[config.mk]
export PLATFORM = sky130hd
export DESIGN_NAME = uart_boot_loader
export DESIGN_NICKNAME = d
export VERILOG_FILES = /design/src/rtl/uart_boot_loader.sv
export SDC_FILE = /design/constraint.sdc
export NUM_CORES = 1
export LEC_CHECK = 0
export CAP_MARGIN = 20
export CORE_ASPECT_RATIO = 0.8
export CORE_UTILIZATION = 45
export CTS_CLUSTER_DIAMETER = 40
export DETAILED_ROUTE_END_ITERATION = 8
export MAX_ROUTING_LAYER = met4
export PLACE_DENSITY = 0.66
export SKIP_CTS_REPAIR_TIMING = 1
export SLEW_MARGIN = 20
export SYNTH_ARGS = -nofsm -noshare
export SYNTH_HDL_FRONTEND = slang
export SYNTH_SLANG_ARGS = --single-unit
[constraint.sdc]
create_clock -name i_clk -period 4.3 [get_ports i_clk]
set_input_delay 1.29 -clock i_clk [delete_from_list [all_inputs] [get_ports i_clk]]
set_output_delay 1.29 -clock i_clk [all_outputs]
set_load 0.005 [all_outputs]
[src/rtl/uart_boot_loader.sv]
// UART program loader: receives a framed image (0xA5, count16, little-endian words) and writes it to
// instruction memory while holding the core in reset. Define UART_BOOT_LOADER_ECHO_EN to echo bytes on TX.
module uart_boot_loader #(
  parameter int unsigned CLKS_PER_BIT = 868,
  parameter logic [31:0] BASE_ADDR    = 32'h0000_0000
) (
  input  logic        i_clk,
  input  logic        i_reset,
  input  logic        i_uart_rx,
  output logic        o_uart_tx,
  output logic        o_imem_we,
  output logic [31:0] o_imem_addr,
  output logic [31:0] o_imem_wdata,
  output logic        o_core_hold,
  output logic        o_load_done,
  output logic        o_frame_err
);

  localparam int CW = $clog2(CLKS_PER_BIT);
  localparam logic [CW-1:0] FULL_BIT  = CW'(CLKS_PER_BIT - 1);
  localparam logic [CW-1:0] HALF_BIT  = CW'(CLKS_PER_BIT / 2 - 1);
  localparam logic [7:0]    SYNC_BYTE = 8'hA5;

  typedef enum logic [1:0] {RX_IDLE, RX_START, RX_DATA, RX_STOP} rx_state_t;
  typedef enum logic [2:0] {P_SYNC, P_CNT0, P_CNT1, P_DATA, P_DONE} p_state_t;

  rx_state_t     r_rxState;
  logic          r_rxMeta, r_rxSync, r_rxPrev;
  logic [CW-1:0] r_rxCnt;
  logic [2:0]    r_rxBit;
  logic [7:0]    r_rxShift, r_rxByte;
  logic          r_byteValid, r_rxErr;

  p_state_t      r_pState;
  logic [7:0]    r_cntLo;
  logic [15:0]   r_count, r_index;
  logic [1:0]    r_lane;
  logic [23:0]   r_word;
  logic [15:0]   w_count;

  assign w_count = {r_rxByte, r_cntLo};

  // Receiver: counters sample every bit at its midpoint, measured from the synchronized falling edge.
  always_ff @(posedge i_clk) begin
    if (i_reset) begin
      r_rxMeta    <= 1'b1;
      r_rxSync    <= 1'b1;
      r_rxPrev    <= 1'b1;
      r_rxState   <= RX_IDLE;
      r_rxCnt     <= '0;
      r_rxBit     <= '0;
      r_rxShift   <= '0;
      r_rxByte    <= '0;
      r_byteValid <= 1'b0;
      r_rxErr     <= 1'b0;
      o_frame_err <= 1'b0;
    end else begin
      r_rxMeta    <= i_uart_rx;
      r_rxSync    <= r_rxMeta;
      r_rxPrev    <= r_rxSync;
      r_byteValid <= 1'b0;
      r_rxErr     <= 1'b0;
      case (r_rxState)
        RX_IDLE: begin
          if (r_rxPrev && !r_rxSync) begin
            r_rxState <= RX_START;
            r_rxCnt   <= HALF_BIT;
          end
        end
        RX_START: begin
          if (r_rxCnt != '0) begin
            r_rxCnt <= r_rxCnt - 1'b1;
          end else if (!r_rxSync) begin
            r_rxState <= RX_DATA;
            r_rxCnt   <= FULL_BIT;
            r_rxBit   <= '0;
          end else begin
            r_rxState <= RX_IDLE;
          end
        end
        RX_DATA: begin
          if (r_rxCnt != '0) begin
            r_rxCnt <= r_rxCnt - 1'b1;
          end else begin
            r_rxShift <= {r_rxSync, r_rxShift[7:1]};
            r_rxCnt   <= FULL_BIT;
            r_rxBit   <= r_rxBit + 3'd1;
            if (r_rxBit == 3'd7) r_rxState <= RX_STOP;
          end
        end
        RX_STOP: begin
          if (r_rxCnt != '0) begin
            r_rxCnt <= r_rxCnt - 1'b1;
          end else begin
            if (r_rxSync) begin
              r_byteValid <= 1'b1;
              r_rxByte    <= r_rxShift;
            end else begin
              r_rxErr     <= 1'b1;
              o_frame_err <= 1'b1;
            end
            r_rxState <= RX_IDLE;
          end
        end
        default: r_rxState <= RX_IDLE;
      endcase
    end
  end

  // Protocol: a framing error anywhere inside a frame abandons it and waits for a fresh sync byte.
  always_ff @(posedge i_clk) begin
    if (i_reset) begin
      r_pState     <= P_SYNC;
      r_cntLo      <= '0;
      r_count      <= '0;
      r_index      <= '0;
      r_lane       <= '0;
      r_word       <= '0;
      o_imem_we    <= 1'b0;
      o_imem_addr  <= BASE_ADDR;
      o_imem_wdata <= '0;
      o_core_hold  <= 1'b1;
      o_load_done  <= 1'b0;
    end else begin
      o_imem_we <= 1'b0;
      case (r_pState)
        P_SYNC: begin
          if (r_byteValid && r_rxByte == SYNC_BYTE) r_pState <= P_CNT0;
        end
        P_CNT0: begin
          if (r_rxErr) begin
            r_pState <= P_SYNC;
          end else if (r_byteValid) begin
            r_cntLo  <= r_rxByte;
            r_pState <= P_CNT1;
          end
        end
        P_CNT1: begin
          if (r_rxErr) begin
            r_pState <= P_SYNC;
          end else if (r_byteValid) begin
            r_count  <= w_count;
            r_index  <= '0;
            r_lane   <= '0;
            r_pState <= (w_count == 16'd0) ? P_DONE : P_DATA;
          end
        end
        P_DATA: begin
          if (r_rxErr) begin
            r_pState <= P_SYNC;
          end else if (r_byteValid) begin
            r_lane <= r_lane + 2'd1;
            case (r_lane)
              2'd0: r_word[7:0]   <= r_rxByte;
              2'd1: r_word[15:8]  <= r_rxByte;
              2'd2: r_word[23:16] <= r_rxByte;
              default: begin
                o_imem_we    <= 1'b1;
                o_imem_wdata <= {r_rxByte, r_word};
                o_imem_addr  <= BASE_ADDR + {14'b0, r_index, 2'b00};
                r_index      <= r_index + 16'd1;
                if (r_index == r_count - 16'd1) r_pState <= P_DONE;
              end
            endcase
          end
        end
        P_DONE: begin
          if (r_byteValid && r_rxByte == SYNC_BYTE) begin
            r_pState    <= P_CNT0;
            o_core_hold <= 1'b1;
            o_load_done <= 1'b0;
          end else begin
            o_core_hold <= 1'b0;
            o_load_done <= 1'b1;
          end
        end
        default: r_pState <= P_SYNC;
      endcase
    end
  end

`ifdef UART_BOOT_LOADER_ECHO_EN
  logic          r_txBusy, r_holdFull;
  logic [CW-1:0] r_txCnt;
  logic [3:0]    r_txBits;
  logic [8:0]    r_txShift;
  logic [7:0]    r_holdByte;
  logic          w_txFree;

  assign w_txFree = !r_txBusy || (r_txCnt == '0 && r_txBits == 4'd0);

  // Echo serializer; a byte arriving while both the shifter and the holding register are busy is dropped.
  always_ff @(posedge i_clk) begin
    if (i_reset) begin
      o_uart_tx  <= 1'b1;
      r_txBusy   <= 1'b0;
      r_txCnt    <= '0;
      r_txBits   <= '0;
      r_txShift  <= '0;
      r_holdFull <= 1'b0;
      r_holdByte <= '0;
    end else if (w_txFree && r_holdFull) begin
      o_uart_tx  <= 1'b0;
      r_txShift  <= {1'b1, r_holdByte};
      r_txCnt    <= FULL_BIT;
      r_txBits   <= 4'd9;
      r_txBusy   <= 1'b1;
      r_holdFull <= r_byteValid;
      if (r_byteValid) r_holdByte <= r_rxByte;
    end else if (w_txFree && r_byteValid) begin
      o_uart_tx <= 1'b0;
      r_txShift <= {1'b1, r_rxByte};
      r_txCnt   <= FULL_BIT;
      r_txBits  <= 4'd9;
      r_txBusy  <= 1'b1;
    end else begin
      if (r_byteValid && !r_holdFull) begin
        r_holdFull <= 1'b1;
        r_holdByte <= r_rxByte;
      end
      if (w_txFree) begin
        r_txBusy  <= 1'b0;
        o_uart_tx <= 1'b1;
      end else if (r_txCnt != '0) begin
        r_txCnt <= r_txCnt - 1'b1;
      end else begin
        o_uart_tx <= r_txShift[0];
        r_txShift <= {1'b1, r_txShift[8:1]};
        r_txBits  <= r_txBits - 4'd1;
        r_txCnt   <= FULL_BIT;
      end
    end
  end
`else
  assign o_uart_tx = 1'b1;
`endif

endmodule

==> results of run 1 <==
## routing by layer
layer	track usage	wire length [µm]	vias to the layer above	part of all wire
met1	0.299	8090	2738	0.51
met5	-	0	-	0
li1	-	-	2974	-
met3	0.0457	752	19	0.047
met4	0.0703	216	0	0.014
met2	0.308	6880	132	0.43
## stage by stage
stage / worst slack, ns / utilization / area, µm² / std cells / power [W]
final: 0.952 / 0.541 / 8150 / 1115 / 0.00338
after floorplan: 1.35 / - / 7010 / 889 / 0.00171
after global routing: 0.634 / 0.541 / 8150 / 1115 / 0.00352
after detailed placement: 1.02 / 0.498 / 7500 / 1083 / 0.00176
after CTS: 0.991 / 0.541 / 8150 / 1115 / 0.00340
after global placement: 1.17 / 0.498 / 7500 / 1083 / 0.00176
## kinds of logic (layout without fill, tap and decap cells)
| group | count (synthesis) | in the layout | share of synthesized area |
|---|---|---|---|
| flip-flops | 157 | 157 | 0.452 |
| adder cells (fa/ha/maj) | 14 | 14 | 0.0252 |
| multiplexers | 21 | 21 | 0.0304 |
| AND/OR/NAND/NOR | 356 | 356 | 0.232 |
| other | 2 | 17 | 0.00108 |
| buffers and inverters | 94 | 110 | 0.0624 |
| AO/OA/AOI/OAI | 200 | 200 | 0.160 |
| XOR/XNOR | 30 | 30 | 0.0378 |
## cell usage in the layout (no fill, tap or decap), drive strengths merged, types with 17 or more instances in the layout
cell type	Yosys	final
clkdlybuf4s50	0	53
nor2	73	73
conb	2	17
a21oi	132	132
clkbuf	55	19
nand3	43	43
dfxtp	157	157
mux2i	20	20
inv	16	21
o21ai	41	41
nand2	170	170
## area by class of cell
class | count | share of cell area
multi-input combinational | 638 | 0.421
inverter | 16 | 0.00737
timing repair buffer | 62 | 0.0734
clock inverter | 13 | 0.0246
clock buffer | 19 | 0.0556
tap | 210 | 0.0322
sequential | 157 | 0.386
## worst paths after layout
kind	start	cells past startpoint	to
hold reg to reg	r_rxMeta	1	r_rxSync
setup reg to reg	r_count[0]	10	r_cntLo[1]
setup / recovery	r_count[0]	10	r_cntLo[1]
hold / removal	r_rxMeta	1	r_rxSync
## where the power goes
part	total [W]	internal (W)	leakage (nW)	switching, W
Clock	0.00166	0.00102	0.311	0.000639
Combinational	0.000238	0.0000753	1.36	0.000163
Sequential	0.00149	0.00147	1.27	0.0000176
Total	0.00338	0.00256	2.94	0.000820
## flip-flops by register name, indices dropped and copies added, names as in the netlist, 3 cells and up, named ones only
signal        cells
o_imem_addr      16
o_imem_wdata     32
r_cntLo           8
r_count          16
r_index          16
r_pState          3
r_rxBit           3
r_rxByte          8
r_rxCnt          10
r_rxShift         8
r_word           24
==> out/results.tsv, run 1 <==
metric	value	unit
status	finished, final reports clean	
CTS root buffer	clkbuf_16	
I/O pins	72	
Die Y	113	µm
Synth top area share	0.452	
Slowest cell on crit path	nor4b_1	
register area	3140	µm²
final net count	909	
Routed Wire Length	15.9	mm
hold_ws	0.418	ns
fmax	299	MHz
register bit total from synthesis	157	
WP buf/inv	1	
post-synthesis instance total	874	
Hold WC Path Type	reg -> reg	
row cnt	40	
CTS buffer count	17	
CP arrival	3.65	ns
die area	16000	µm²
mapped cell area	6960	µm²
global-route wire length before repair	26.6	mm
Post-DRT Antenna Nets	0	
via/cell ratio	5.26	
most frequent cell after synthesis	nand2_1	
DRC	0	
gpl congestion	0.838	
RSZ-0062 raised after global routing	false	
clock latency on the worst-skew pair	0.44	ns
DP Wirelength	10.2	mm
number of enable flip-flop cells after synthesis	0	
Slew HR	0.356	
Synth area leader	dfxtp_1	
Synth Warn #	0	
clk sink count	157	
initial core utilization	0.462	
clk buf depth	2	
TritonRoute pass-1 iters	6	
post-synthesis area per instance	7.96	µm²
Lkg Pwr	2.94	nW
Core Region	15100	µm²
CTS tree	done	
area growth from synthesis to layout	17.2	%
Worst setup EP type	flop	
setup TNS	0	ns
Die X	141	µm
Top delay family on crit path	simple AND/OR/NAND/NOR gates	
Final Hold Violating Endpoints	0	
post-synthesis sequential area ratio	0.452	
Top FF cell, synth	dfxtp_1	
clock-pin transition on the worst setup and hold timing paths	0.06	ns
IO Port Bufs	54	
vias in the first global route	5331	
CP cell instances	inv_1, ha_1, nor4b_1, a21oi_1, nor4_1, o211ai_1, nor4_4, o2111ai_4, mux2i_1, nor2_1	
fin crit share	0.779	
Final Critical Period	3.35	ns
total track usage	0.215	
critical path peak fanout	8	
worst setup path class	reg -> reg	
endpoints failing setup	0	
worst-margin pin slew	0.962	ns
Max-cap violations	0	
startpoint types	flop	
CP required	4.60	ns
H-Tree Depth	4	
gr ovfl total	0	
commonest cells in the netlist	nand2_1 (170), dfxtp_1 (157), a21oi_1 (132)	
total number of vias	5863	
area of the multi-input gates	3430	µm²
DRT iter0 DRCs	424	
share of layout cells above drive strength 1	0.0586	
post-DR wirelength/cell	14.3	µm
Filler cells	1445	
Async S/R FF share, synth	0	
final worst clock skew	0.0135	ns
Cell Pwr Density	415	nW/µm²
largest cells by area after synthesis	dfxtp_1 (45%), a21oi_1 (9.5%), nand2_1 (9.2%)	
Max Slew Vio Count	0	
Netlist cell types	60	
maximum VDD drop	0.243	mV
# diodes	0	
largest net degree at the start of global routing	49	
r2r setup slk	0.95	ns
initial antenna violation count	0	
CP peak stage delay	0.63	ns
No activity file was read; power rests on OpenSTA's default activity.
==> inputs of run 2 (changes only) <==
--- a/config.mk
+++ b/config.mk
@@ -11,7 +11,7 @@
 export CTS_CLUSTER_DIAMETER = 40
 export DETAILED_ROUTE_END_ITERATION = 8
 export MAX_ROUTING_LAYER = met4
-export PLACE_DENSITY = 0.66
+export PLACE_DENSITY = 0.68
 export SKIP_CTS_REPAIR_TIMING = 1
 export SLEW_MARGIN = 20
 export SYNTH_ARGS = -nofsm -noshare
==> constraint.sdc (replaced) <==
create_clock -name i_clk -period 3 [get_ports i_clk]
set_input_delay 0.9 -clock i_clk [delete_from_list [all_inputs] [get_ports i_clk]]
set_output_delay 0.9 -clock i_clk [all_outputs]
set_load 0.005 [all_outputs]
==> run 2 against run 1 <==
  * Maximum frequency increased by 19%
  * Hold slack worse by 0.013 ns
  * Cell count grew 1.6%
  * Non-clock buffer count is 21 higher
  * Largest power group is now registers
  * Sequential cell count did not move
  * Critical path depth unchanged
  * Clock skew is 0.0044 ns higher
  * Via count is 0.10% lower
  * Power rose by 33%
  * Worst setup slack lost 0.77 ns
  * Global-route usage is essentially flat
  * Register-to-register slack lost 0.77 ns
==> out/results.tsv, run 2 (synthesis gave the netlist of run 1 again) <==
metric	value	unit
largest register by flop count	o_imem_wdata	
CTS root buffer	clkbuf_16	
Slew HR	0.615	
startpoint types	flop	
Final Critical Period	2.82	ns
row cnt	40	
register area	3140	µm²
critical path peak fanout	8	
worst setup path class	reg -> reg	
Post-DRT Antenna Nets	0	
worst-margin pin slew	0.571	ns
dpl ws	0.164	ns
final worst clock skew	0.0179	ns
final net count	930	
Final Hold Violating Endpoints	0	
DRC	0	
gr ovfl total	0	
Hold WC Path Type	reg -> reg	
Max-cap violations	0	
total number of vias	5857	
global-route wire length before repair	26.3	mm
clock-pin transition on the worst setup and hold timing paths	0.06	ns
Post-Layout Cell Count	1133	
initial antenna violation count	0	
metal3 WL	680	µm
Largest register FFs	32	
end of the critical path	r_cntLo[5]	
RSZ-0062 raised after global routing	false	
area of the multi-input gates	3430	µm²
gpl congestion	0.922	
fin area	8230	µm²
CP arrival	3.13	ns
largest net degree at the start of global routing	75	
Post-Place Cells	1104	
area growth from synthesis to layout	18.3	%
CTS buffer count	17	
I/O pins	72	
CP required	3.31	ns
endpoints failing setup	0	
CTS tree	done	
DRT iter0 DRCs	428	
fmax	355	MHz
TritonRoute pass-1 iters	5	
Cell Pwr Density	549	nW/µm²
clk sink count	157	
IO Port Bufs	54	
biggest regs	o_imem_wdata: 32 flops, r_word: 24 flops	
total track usage	0.215	
DP Wirelength	10.5	mm
Worst setup EP type	flop	
Layout Utilization	0.546	
vias in the first global route	5292	
Core Region	15100	µm²
Filler cells	1407	
# diodes	0	
most common cell after layout, fill and taps aside	nand2_1	
via/cell ratio	5.17	
most frequent cells in the layout	nand2_1 (170), dfxtp_1 (157), a21oi_1 (132)	
die area	16000	µm²
Crit. Startpoint	r_count[0]	
clk buf depth	2	
wire length on met2	7.07	mm
initial core utilization	0.462	
status	finished, final reports clean	
post-DR wirelength/cell	14.0	µm
max layer used	met4	
M1 wire length	7.87	mm
fin crit share	0.939	
maximum VDD drop	0.412	mV
Lkg Pwr	3.01	nW
r2r setup slk	0.18	ns
Die Y	113	µm
worst r2r src	r_count[0]	
reg2reg path depth	10	
reg2reg end	r_cntLo[5]	
setup TNS	0	ns
H-Tree Depth	4	
Routed Wire Length	15.8	mm
share of layout cells above drive strength 1	0.0769	
setup ws final	0.183	ns
clock latency on the worst-skew pair	0.43	ns
instance area at placement	7680	µm²
Die X	141	µm
Max Slew Vio Count	0	
## run 2: how the worst min path moves through the flow
stage | depth (start not counted) | slack (ns) | to | startpoint
floorplan | 1 | 0.39 | r_rxSync | r_rxMeta
global placement | 1 | 0.39 | r_rxSync | r_rxMeta
detailed placement | 1 | 0.40 | r_rxSync | r_rxMeta
CTS | 1 | 0.41 | r_rxSync | r_rxMeta
global route | 1 | 0.44 | r_rxSync | r_rxMeta
finish | 1 | 0.41 | r_rxSync | r_rxMeta
## run 2: through the flow
step,hold slack [ns],power [W]
floorplan,0.389,0.00245
global placement,0.391,0.00253
finish,0.405,0.00451
CTS,0.408,0.00456
detailed placement,0.398,0.00253
global route,0.442,0.00470
## run 2: area by class of cell
class                      count  area share
multi-input combinational    638       0.417
sequential                   157       0.382
timing repair buffer          83      0.0949
clock buffer                  19      0.0551
tap                          210      0.0319
clock inverter                10      0.0113
inverter                      16     0.00730
## run 2: routing by layer
metal / vias up / track usage
met2: 108 / 0.315
li1: 3016 / -
met5: - / -
met1: 2717 / 0.288
met4: 0 / 0.0645
met3: 16 / 0.0567
## run 2: worst max-delay path, stage by stage (launching register included)
cell and delay, ns:
dfxtp_1 0.31, inv_1 0.05, ha_1 0.15, or4b_4 0.51, nor4_4 0.23, xnor2_1 0.09
a2111o_1 0.42, nor4_4 0.39, o2111ai_4 0.27, mux2i_1 0.23, nor2_1 0.05
## run 2: power by group
group          total (W)  switching [W]  internal, W
Combinational   0.000359       0.000238     0.000121
Clock            0.00202       0.000852      0.00117
Sequential       0.00213      0.0000244      0.00211
Total            0.00451        0.00111      0.00340
==> inputs of run 3 (changes only) <==
--- a/config.mk
+++ b/config.mk
@@ -11,9 +11,9 @@
 export CTS_CLUSTER_DIAMETER = 40
 export DETAILED_ROUTE_END_ITERATION = 8
 export MAX_ROUTING_LAYER = met4
-export PLACE_DENSITY = 0.68
+export PLACE_DENSITY_LB_ADDON = 0.12
 export SKIP_CTS_REPAIR_TIMING = 1
-export SLEW_MARGIN = 20
+export SLEW_MARGIN = 10
 export SYNTH_ARGS = -nofsm -noshare
 export SYNTH_HDL_FRONTEND = slang
 export SYNTH_SLANG_ARGS = --single-unit
==> run 3 against run 2 <==
  * Via count grew 3.3%
  * Global-route usage grew 1.4 points
  * Maximum frequency shrank 1.1%
  * Final area grew 0.27%
  * Critical path type unchanged
  * Largest power group unchanged
==> out/results.tsv, run 3 (synthesis gave the netlist of run 1 again) <==
metric	value	unit
total track usage	0.229	
Final Critical Period	2.85	ns
vias in the first global route	5475	
RSZ-0062 raised after global routing	false	
Die X	141	µm
largest net degree at the start of global routing	97	
Worst setup EP type	flop	
row cnt	40	
via/cell ratio	5.32	
status	finished, final reports clean	
Post-Place Cells	1106	
Core Region	15100	µm²
final worst clock skew	0.0140	ns
final net count	932	
clock-pin transition on the worst setup and hold timing paths	0.06	ns
H-Tree Depth	4	
die area	16000	µm²
Post-Layout Cell Count	1137	
wire length on met2	7.67	mm
CTS root buffer	clkbuf_16	
worst-margin pin slew	0.656	ns
startpoint types	flop	
Filler cells	1394	
TritonRoute pass-1 iters	5	
# diodes	0	
I/O pins	72	
total number of vias	6051	
gpl congestion	0.881	
initial antenna violation count	0	
post-DR wirelength/cell	15.0	µm
CTS tree	done	
Post-DRT Antenna Nets	0	
CP peak stage delay	0.51	ns
max layer used	met4	
CP arrival	3.14	ns
Slowest cell on crit path	or4b_4	
CTS buffer count	17	
worst setup path class	reg -> reg	
Lkg Pwr	3.02	nW
most frequent cells in the layout	nand2_1 (170), dfxtp_1 (156), a21oi_1 (132)	
clock latency on the worst-skew pair	0.42	ns
CP required	3.29	ns
DP Wirelength	11.7	mm
fmax	351	MHz
clk buf depth	2	
gr ovfl total	0	
maximum VDD drop	0.496	mV
clk sink count	157	
IO Port Bufs	54	
Max Slew Vio Count	0	
endpoints failing setup	0	
global-route wire length before repair	28.0	mm
DRC	0	
Die Y	113	µm
DRT iter0 DRCs	405	
Largest register FFs	32	
Hold WC Path Type	reg -> reg	
Routed Wire Length	17.1	mm
area growth from synthesis to layout	18.6	%
CP cell instances	inv_1, ha_1, or4b_4, nor4_4, xnor2_1, a2111o_1, nor4_4, o2111ai_4, mux2i_1, nor2_1	
biggest regs	o_imem_wdata: 32 flops, r_word: 24 flops	
most used cell, CP	nor4_4	
Final Hold Violating Endpoints	0	
setup ws final	0.152	ns
dpl ws	0.0723	ns
register area	3140	µm²
M1 wire length	8.50	mm
largest register by flop count	o_imem_wdata	
area of the multi-input gates	3450	µm²
Cell Pwr Density	549	nW/µm²
Max-cap violations	0	
most common cell after layout, fill and taps aside	nand2_1	
setup TNS	0	ns
initial core utilization	0.462	
share of layout cells above drive strength 1	0.0809	
metal3 WL	740	µm
fin crit share	0.949	
instance area at placement	7680	µm²
fin area	8250	µm²
Slew HR	0.558	
critical path peak fanout	8	
==> run 3: path summary, 6_finish.rpt <==
check | startpoint | to | slack, ns | cells after the start
setup / recovery | r_count[1] | r_cntLo[4] | 0.15 | 10
hold / removal | r_rxMeta | r_rxSync | 0.41 | 1
setup reg to reg | r_count[1] | r_cntLo[4] | 0.15 | 10
hold reg to reg | r_rxMeta | r_rxSync | 0.41 | 1
==> run 3: layout make-up <==
cell class,instances,area share
Sequential cell,157,0.381
Tap cell,210,0.0319
Clock inverter,9,0.0106
Timing Repair Buffer,85,0.0949
Inverter,16,0.00728
Multi-Input combinational cell,638,0.418
Clock buffer,22,0.0563
==> run 3: critical path: cells and delay by family (launching register included) <==
family / cells / cell delay, ns
and+or+nand+nor: 4 / 1.12
AOI/OAI and AO/OA: 2 / 0.72
DFF: 1 / 0.35
muxes: 1 / 0.25
adders and majority gates: 1 / 0.14
xor gates and xnor gates: 1 / 0.09
buffers and inverters: 1 / 0.06
==> run 3: layer usage <==
layer / global-route usage / vias to the layer above
met3: 0.0482 / 14
met1: 0.311 / 2861
met5: - / -
met2: 0.343 / 150
li1: - / 3026
met4: 0.0667 / 0
==> run 3: where the power goes <==
part	switching [W]	internal (W)	leakage, nW
Clock	0.000850	0.00118	0.270
Combinational	0.000244	0.000120	1.48
Sequential	0.0000253	0.00211	1.27
Total	0.00112	0.00341	3.02
==> run 3: through the flow <==
step                total power [W]   util  hold WS [ns]
floorplan                   0.00245      -         0.389
global placement            0.00253  0.510         0.392
detailed placement          0.00254  0.510         0.403
CTS                         0.00456  0.547         0.418
global route                0.00471  0.548         0.428
finish                      0.00453  0.548         0.413
